===== src/rtl/simon_pkg.sv =====
// Shared types and default constants for the Simon round controller.
package simon_pkg;

  localparam int unsigned COLOR_W         = 2;
  localparam int unsigned DEFAULT_MAX_LEN = 16;
  localparam int unsigned ON_TICKS        = 30;
  localparam int unsigned OFF_TICKS       = 30;
  localparam int unsigned TIMEOUT_TICKS   = 120;

  // Register widths: len counts 0..MAX_LEN, idx addresses the pattern,
  // cnt must hold the largest of the tick limits minus one.
  localparam int unsigned LEN_W = 5;
  localparam int unsigned IDX_W = 4;
  localparam int unsigned CNT_W = 7;

  typedef enum logic [2:0] {
    ST_IDLE,
    ST_APPEND,
    ST_PLAY_ON,
    ST_PLAY_OFF,
    ST_WAIT_BTN,
    ST_LOSE,
    ST_WIN
  } state_t;

endpackage


===== src/rtl/simon_pattern_mem.sv =====
// Pattern storage: register file with one synchronous write port and one
// asynchronous read port. No reset; entries are always written before use.
module simon_pattern_mem #(
  parameter int unsigned DEPTH = 16,
  parameter int unsigned AW    = 4,
  parameter int unsigned WIDTH = 2
) (
  input  logic             clk,
  input  logic             we,
  input  logic [AW-1:0]    waddr,
  input  logic [WIDTH-1:0] wdata,
  input  logic [AW-1:0]    raddr,
  output logic [WIDTH-1:0] rdata
);

  logic [WIDTH-1:0] mem [DEPTH];

  // Synchronous write of one colour entry.
  always_ff @(posedge clk) begin
    if (we) mem[waddr] <= wdata;
  end

  assign rdata = mem[raddr];

endmodule


===== src/rtl/simon_round_ctrl.sv =====
// Simon round sequencer: grows the pattern, plays it back with fixed on/off
// timing, then checks player presses against it with a per-press timeout.
module simon_round_ctrl #(
  parameter int unsigned MAX_LEN       = simon_pkg::DEFAULT_MAX_LEN,
  parameter int unsigned ON_TICKS      = simon_pkg::ON_TICKS,
  parameter int unsigned OFF_TICKS     = simon_pkg::OFF_TICKS,
  parameter int unsigned TIMEOUT_TICKS = simon_pkg::TIMEOUT_TICKS
) (
  input  logic                         clk,
  input  logic                         reset,
  input  logic                         start,
  input  logic [simon_pkg::COLOR_W-1:0] rand_num,
  input  logic                         btn_valid,
  input  logic [simon_pkg::COLOR_W-1:0] btn_num,
  output logic                         led_on,
  output logic [simon_pkg::COLOR_W-1:0] led_num,
  output logic                         player_turn,
  output logic                         game_over,
  output logic                         win,
  output logic [simon_pkg::LEN_W-1:0]   score
);

  import simon_pkg::*;

  localparam logic [CNT_W-1:0] ON_LAST  = CNT_W'(ON_TICKS - 1);
  localparam logic [CNT_W-1:0] OFF_LAST = CNT_W'(OFF_TICKS - 1);
  localparam logic [CNT_W-1:0] TO_LAST  = CNT_W'(TIMEOUT_TICKS - 1);
  localparam logic [LEN_W-1:0] LEN_MAX  = LEN_W'(MAX_LEN);

  state_t             state, state_nx;
  logic [LEN_W-1:0]   len, len_nx;
  logic [IDX_W-1:0]   idx, idx_nx;
  logic [CNT_W-1:0]   cnt, cnt_nx;
  logic [LEN_W-1:0]   score_q, score_nx;
  logic               mem_we;
  logic [COLOR_W-1:0] mem_rdata;
  logic               idx_last;

  simon_pattern_mem #(
    .DEPTH (MAX_LEN),
    .AW    (IDX_W),
    .WIDTH (COLOR_W)
  ) u_mem (
    .clk   (clk),
    .we    (mem_we),
    .waddr (len[IDX_W-1:0]),
    .wdata (rand_num),
    .raddr (idx),
    .rdata (mem_rdata)
  );

  assign idx_last = ({1'b0, idx} == (len - LEN_W'(1)));

  // State and datapath registers, asynchronously cleared.
  always_ff @(posedge clk or posedge reset) begin
    if (reset) begin
      state   <= ST_IDLE;
      len     <= '0;
      idx     <= '0;
      cnt     <= '0;
      score_q <= '0;
    end else begin
      state   <= state_nx;
      len     <= len_nx;
      idx     <= idx_nx;
      cnt     <= cnt_nx;
      score_q <= score_nx;
    end
  end

  // Next-state and datapath update; cnt is cleared on every state change.
  always_comb begin
    state_nx = state;
    len_nx   = len;
    idx_nx   = idx;
    cnt_nx   = cnt;
    score_nx = score_q;
    mem_we   = 1'b0;
    unique case (state)
      ST_IDLE, ST_LOSE, ST_WIN: begin
        if (start) begin
          len_nx   = '0;
          idx_nx   = '0;
          score_nx = '0;
          state_nx = ST_APPEND;
        end
      end
      ST_APPEND: begin
        mem_we   = 1'b1;
        len_nx   = len + LEN_W'(1);
        idx_nx   = '0;
        cnt_nx   = '0;
        state_nx = ST_PLAY_ON;
      end
      ST_PLAY_ON: begin
        if (cnt == ON_LAST) begin
          cnt_nx   = '0;
          state_nx = ST_PLAY_OFF;
        end else begin
          cnt_nx = cnt + CNT_W'(1);
        end
      end
      ST_PLAY_OFF: begin
        if (cnt == OFF_LAST) begin
          cnt_nx = '0;
          if (idx_last) begin
            idx_nx   = '0;
            state_nx = ST_WAIT_BTN;
          end else begin
            idx_nx   = idx + IDX_W'(1);
            state_nx = ST_PLAY_ON;
          end
        end else begin
          cnt_nx = cnt + CNT_W'(1);
        end
      end
      ST_WAIT_BTN: begin
        // A press takes priority over a timeout expiring in the same cycle.
        if (btn_valid) begin
          cnt_nx = '0;
          if (btn_num == mem_rdata) begin
            if (idx_last) begin
              score_nx = len;
              state_nx = (len == LEN_MAX) ? ST_WIN : ST_APPEND;
            end else begin
              idx_nx = idx + IDX_W'(1);
            end
          end else begin
            state_nx = ST_LOSE;
          end
        end else if (cnt == TO_LAST) begin
          cnt_nx   = '0;
          state_nx = ST_LOSE;
        end else begin
          cnt_nx = cnt + CNT_W'(1);
        end
      end
      default: state_nx = ST_IDLE;
    endcase
  end

  assign led_on      = (state == ST_PLAY_ON);
  assign led_num     = ((state == ST_PLAY_ON) || (state == ST_PLAY_OFF)) ? mem_rdata : '0;
  assign player_turn = (state == ST_WAIT_BTN);
  assign game_over   = (state == ST_LOSE) || (state == ST_WIN);
  assign win         = (state == ST_WIN);
  assign score       = score_q;

endmodule


===== config.mk =====
export PLATFORM = sky130hd
export DESIGN_NAME = simon_round_ctrl
export DESIGN_NICKNAME = d
export VERILOG_FILES = /design/src/rtl/simon_pkg.sv /design/src/rtl/simon_pattern_mem.sv /design/src/rtl/simon_round_ctrl.sv
export SDC_FILE = /design/constraint.sdc
export NUM_CORES = 1
export LEC_CHECK = 0
export ABC_CLOCK_PERIOD_IN_PS = 3000
export BUFFER_PORTS_ARGS = -buffer_cell sky130_fd_sc_hd__buf_2
export CORE_MARGIN = 3
export CORE_UTILIZATION = 50
export CTS_CLUSTER_DIAMETER = 150
export DETAILED_ROUTE_END_ITERATION = 12
export PLACE_DENSITY_LB_ADDON = 0.08
export SLEW_MARGIN = 15
export SYNTH_ARGS = -nofsm -noshare
export SYNTH_HDL_FRONTEND = slang
export SYNTH_SLANG_ARGS = --single-unit

===== constraint.sdc =====
create_clock -name clk -period 3 [get_ports clk]
set_input_delay 0.75 -clock clk [delete_from_list [all_inputs] [get_ports clk]]
set_output_delay 0.75 -clock clk [all_outputs]
set_load 0.03 [all_outputs]

# Word level (Yosys, flattened, before mapping)
# Memory sizes are Yosys's and may differ from the RTL's.
# Index checks and enable logic that the tools add are counted.
dict set report classes {
  n_eq_ne 20
  n_reduce_logical 13
  add_sub_neg 4
  muxes 31
}
# op n
set op_table {}
lappend op_table {{3-bit 2-to-1 mux} 9}
lappend op_table {{4-bit 2-to-1 mux} 6}
lappend op_table {{7-bit 2-to-1 mux} 3}
lappend op_table {{7-bit case mux with 3 select lines} 1}
lappend op_table {{5-bit 2-to-1 mux} 4}
lappend op_table {{5-bit case mux with 2 select lines} 2}
lappend op_table {{4-bit case mux with 4 select lines} 1}
lappend op_table {{3-bit case mux with 5 select lines} 1}
lappend op_table {{5-bit AND reduction} 2}
lappend op_table {{3-bit == test, second input constant} 3}
lappend op_table {{2-bit inequality test, second input constant} 4}
lappend op_table {{7-bit by 1-bit adder with 7-bit output, second input constant} 1}
lappend op_table {{7-bit by 5-bit == test with 1-bit output, second input constant} 1}
lappend op_table {{7-bit == test, second input constant} 1}
lappend op_table {{3-bit by 2-bit == test with 1-bit output, second input constant} 2}
lappend op_table {{2-bit by 1-bit inequality test with 1-bit output, second input constant} 3}
lappend op_table {{6-bit AND reduction} 1}
lappend op_table {{5-bit by 1-bit adder with 5-bit output, second input constant} 1}
lappend op_table {{4-bit by 5-bit == test with 1-bit output} 1}
lappend op_table {{5-bit == test, second input constant} 1}
lappend op_table {{5-bit by 1-bit subtractor with 5-bit output, second input constant} 1}
lappend op_table {{4-bit by 1-bit adder with 4-bit output, second input constant} 1}
lappend op_table {{4-bit inequality test, second input constant} 1}
lappend op_table {{2-bit nonzero test} 2}
lappend op_table {{other kinds (12)} 15}
dict set report totals {
  n_memories 1
  input_bits 8
  ram_bits 32
  ff_bits 24
  word_cells 74
  output_inout_bits 11
}
# memory words word_bits read_ports rd_ports_with_merged_regs write_ports line
set mem_list {}
lappend mem_list {u_mem.mem 16 2 1 0 1 simon_pattern_mem.sv:16} ;# logic [WIDTH-1:0] mem [DEPTH];

# Logic depth before layout (Yosys ltp)
dict set report depth {
  ltp_word 6
  ltp_mapped 10
  ltp_nobuf 9
}

# Hierarchy
# A second synthesis with hierarchy kept.
dict set report unflattened {
  cells_unflattened 244
  area_unflattened_um2 2936.6
}
# mod instances area_each_um2 seq_area_each_um2 cells_each
set by_module_without_submodules {}
lappend by_module_without_submodules {simon_round_ctrl 1 1596.5 600.6 168}
lappend by_module_without_submodules {simon_pattern_mem 1 1340.0 960.9 76}

# Least setup slack after synthesis
# OpenSTA, ideal clock, no wires.
dict set report synth_path {
  kind {register -> output}
  startpoint {register idx[2]}
  endpoint {output port led_num[0] in the netlist's numbering}
  path_buffers 1
  t_required_ns 2.250
  arrival_ns 1.859
  path_stages_with_launch 6
  slack_ns 0.391
  path_cell_list {dfrtp_1 > buf_2 > mux4_2 > mux2i_1 > nor2b_1 > a211oi_1}
}
dict set report synth_via {
  elab_chain_len 2
}
# element line
set synth_rtl {}
lappend synth_rtl {{start: declaration} simon_round_ctrl.sv:32} ;# logic [IDX_W-1:0] idx, idx_nx;
lappend synth_rtl {{start signal: assignment} simon_round_ctrl.sv:65} ;# idx <= idx_nx;
lappend synth_rtl {{memory 16 x 2 bit} --}
lappend synth_rtl {{2-bit 2-to-1 mux} simon_round_ctrl.sv:143} ;# assign led_num = ((state == ST_PLAY_ON) || (state == ST_PLAY_OFF)) ? mem_rdata : '0;
lappend synth_rtl {{end: declaration} simon_round_ctrl.sv:16} ;# output logic [simon_pkg::COLOR_W-1:0] led_num,
# No other way between the ends.

# Worst setup path in the final report
dict set report layout_path {
  startpoint {register idx[0]}
  endpoint {output port led_num[1] in the netlist's numbering}
}
# Same word-level chain as after synthesis.

==> summary.md <==
| Metric | Value |
|---|---|
| I/O Buffers | `18` |
| Slew headroom | `about a third` |
| Die area | `7250 um^2` |
| Die outline width | `85.1 um` |
| Post-synth net total | `300` |
| Largest net degree at the start of global routing | `25` |
| Initial antenna violation count | `0` |
| Tmin final | `2.79 ns` |
| Hold-fix buffers, CTS | `0` |
| Share of cells above drive strength 1 | `a little over a fifth` |
| Leak | `1.29 nW` |
| Setup crit end kind | `output pin` |
| Slew Viols, Final | `0` |
| Synthesized area per cell | `11.0 um^2` |
| Critical Path Fanout Max | `11` |
| Final Wtd Congestion | `~0.8` |
| Core area | `about 6000 um^2` |
| Worst min path class | `flop to flop` |
| Largest family of logic cells by synthesized area | `simple AND/OR/NAND/NOR gates` |
| Asr flop ratio synth | `42.9%` |
| Worst hold endpoint | `score[3]` |
| Final hold vios | `0` |
| Reg-to-reg critical path startpoint | `len[0]` |
| Worst Tran Pin Value | `0.994 ns` |
| Initial drt markers | `approximately 150` |
| Post-Synth Adder-Cell Area | `around 2.8%` |
| Vias in the first global route | `approximately 2.2k` |
| Post_cts resized | `0` |
| CTS tree | `done` |
| Initial core utilization | `52.3%` |
| Post-synth EDFFs | `32` |
| Slack of the worst reg-to-reg path | `0.41 ns` |
| Via/cell ratio | `roughly 5.7` |
| Yosys warnings | `0` |
| Global-route usage over all layers | `between 10% and 20%` |
| Status | `finished, final reports clean` |
| Synth Area in Simple Gates | `between 10% and 20%` |
| Overflow left after global routing | `0` |
| PnR worst setup slack | `between 0.2 and 0.25 ns` |
| Cell count after synthesis | `between 200 and 300` |
| Post-CTS setup buffers | `0` |
| Vias | `between 2k and 2.5k` |
| DR WL met2 | `roughly 2900 um` |
| Drt drc | `0` |
| Inserted Diodes | `0` |
| Max Clock Freq | `358 MHz` |
| Register area share after synthesis | `about half` |
| Hold_sp | `score[3]` |
| CTS Buf Count | `5` |
| Max_cap viols | `0` |
| Worst Hold Depth | `2` |
| XOR/XNOR Fraction of Synth Area | `around 2.8%` |
| Peak VDD IR | `approximately 0.00027 V` |
| Critical Path AT | `~2 ns` |
| R2R cell count | `9` |
| First-pass GRT wire length | `10900 um` |
| DR WL/cell | `16.6 um` |
| Crit path kind | `flop to output pin` |
| 1st-pass router iterations | `4` |
| Htree depth | `2` |
| Post-route antenna net violation count | `0` |
| Cell area after layout | `roughly 3400 um^2` |
| DP Wirelength | `about 4800 um` |
| Die Y | `85.1 um` |
| Compound-Gate Fraction of Synth Area | `about an eighth` |
| WL met1 | `3170 um` |
| Top-Level Pins | `19` |
| TNS Setup | `0 ns` |
| Layout Skew | `between 0.004 and 0.005 ns` |
| Clock sink total | `between 50 and 60` |
| Post-synth top flop | `edfxtp_1` |
| Hold WS | `a little over 0.5 ns` |
| Final setup violation count | `0` |
| RSZ-0062 raised after global routing | `false` |
| Netlist cell types | `between 50 and 60` |
| Clock slew at reported path FFs | `0.10 ns` |
| Mux cell area share after synthesis | `approximately a tenth` |
| Root Driver | `clkbuf_8` |
| Synthesis-stage register bit count | `56` |
| Post-DP Area | `3300 um^2` |
| Most frequent cells in the layout | `edfxtp_1, nor2_1, nand2_1, dfrtp_1, buf_2` |
| Nets | `320` |
| Worst endpoint required time | `around 2.3 ns` |
| Post-place setup slack | `a little over 0.09 ns` |
| Worst reg2reg endpoint | `idx[0]` |
| # rows | `28` |
| CTS Buffer Depth | `2` |
| Max layer used | `met4` |
| CP Launch Type | `flop` |
| Routed wl met3 | `around 220 um` |
| Pwr Total | `1.35 mW` |
| Fin crit share | `around 93%` |
| Area growth, synth to finish | `8.51%` |
| Drt total wl | `between 6000 and 7000 um` |
| Commonest non-fill, non-tap cell in the layout | `edfxtp_1` |
| Clock Latency Late Sink | `about 0.31 ns` |
| Mapped cell area | `3130 um^2` |
| Pwr Density | `between 300 and 400 nW/um^2` |
==> Yosys cell counts, types with 7 or more instances <==
cell | instances | area, um^2
nand2b_1 | 7 | 43.8
nor2b_1 | 7 | 43.8
dfrtp_1 | 24 | 601
nor2_1 | 29 | 109
a21oi_1 | 7 | 35.0
nand2_1 | 23 | 86.3
clkbuf_1 | 8 | 30.0
o21ai_0 | 15 | 75.1
inv_1 | 14 | 52.6
edfxtp_1 | 32 | 961
xnor2_1 | 7 | 61.3
nand3_1 | 7 | 35.0
ha_1 | 7 | 87.6
==> flip-flops by register name, indices dropped and copies added (netlist names) <==
| signal | count |
|---|---|
| state | 3 |
| idx | 4 |
| cnt | 7 |
| u_mem.mem | 32 |
| score | 5 |
| len | 5 |
==> where the power goes <==
| part | internal [mW] | leakage (nW) | switching [mW] |
|---|---|---|---|
| clock | 0.166 | 0.0417 | 0.244 |
| combinational | 0.0424 | 0.662 | 0.0619 |
| sequential | 0.820 | 0.584 | 0.0101 |
==> worst max-delay path by stage <==
| stage | end | start | slack, ns |
|---|---|---|---|
| 2_1_floorplan | led_num[0] | idx[2] | 0.39 |
| 3_3_place_gp | score[3] | idx[0] | 0.16 |
| 3_5_place_dp | score[2] | idx[0] | 0.09 |
| 4_1_cts | led_num[1] | idx[0] | 0.04 |
| 5_1_grt | led_num[0] | idx[2] | 0.03 |
| 6_report | led_num[1] | idx[0] | 0.21 |
==> logic make-up after synthesis <==
group	after synthesis
AOI/OAI and AO/OA	58
xor gates and xnor gates	10
adders and majority gates	7
buffers and inverters	28
DFF	56
muxes	22
and+or+nand+nor	104
==> metrics by stage <==
step	instances	util, %
2_1_floorplan	285	-
3_3_place_gp	373	55.2
3_5_place_dp	373	55.2
4_1_cts	381	56.6
5_1_grt	381	56.7
6_report	381	56.7
==> routing by layer <==
layer	up-vias	track usage (%)
li1	1078	-
met1	1067	27.9
met2	31	29.0
met3	4	3.40
met4	0	6.04
met5	-	0
==> critical path, cell delays in order (launching register included) <==
cell and delay, ns:
dfrtp_2 0.54, mux2_1 0.36, mux4_2 0.49, nand2_1 0.10
a21oi_1 0.06, buf_2 0.19
==> cell type report <==
cell class,instances,area [um^2]
repair buffers,27,158
clock buffers,6,72.6
inverters,14,52.6
well taps,75,93.8
flip-flops and latches,56,1560
clock inverters,2,13.8
fillers,489,2590
multi-input cells,201,1440
No activity file was read; power rests on OpenSTA's default activity.
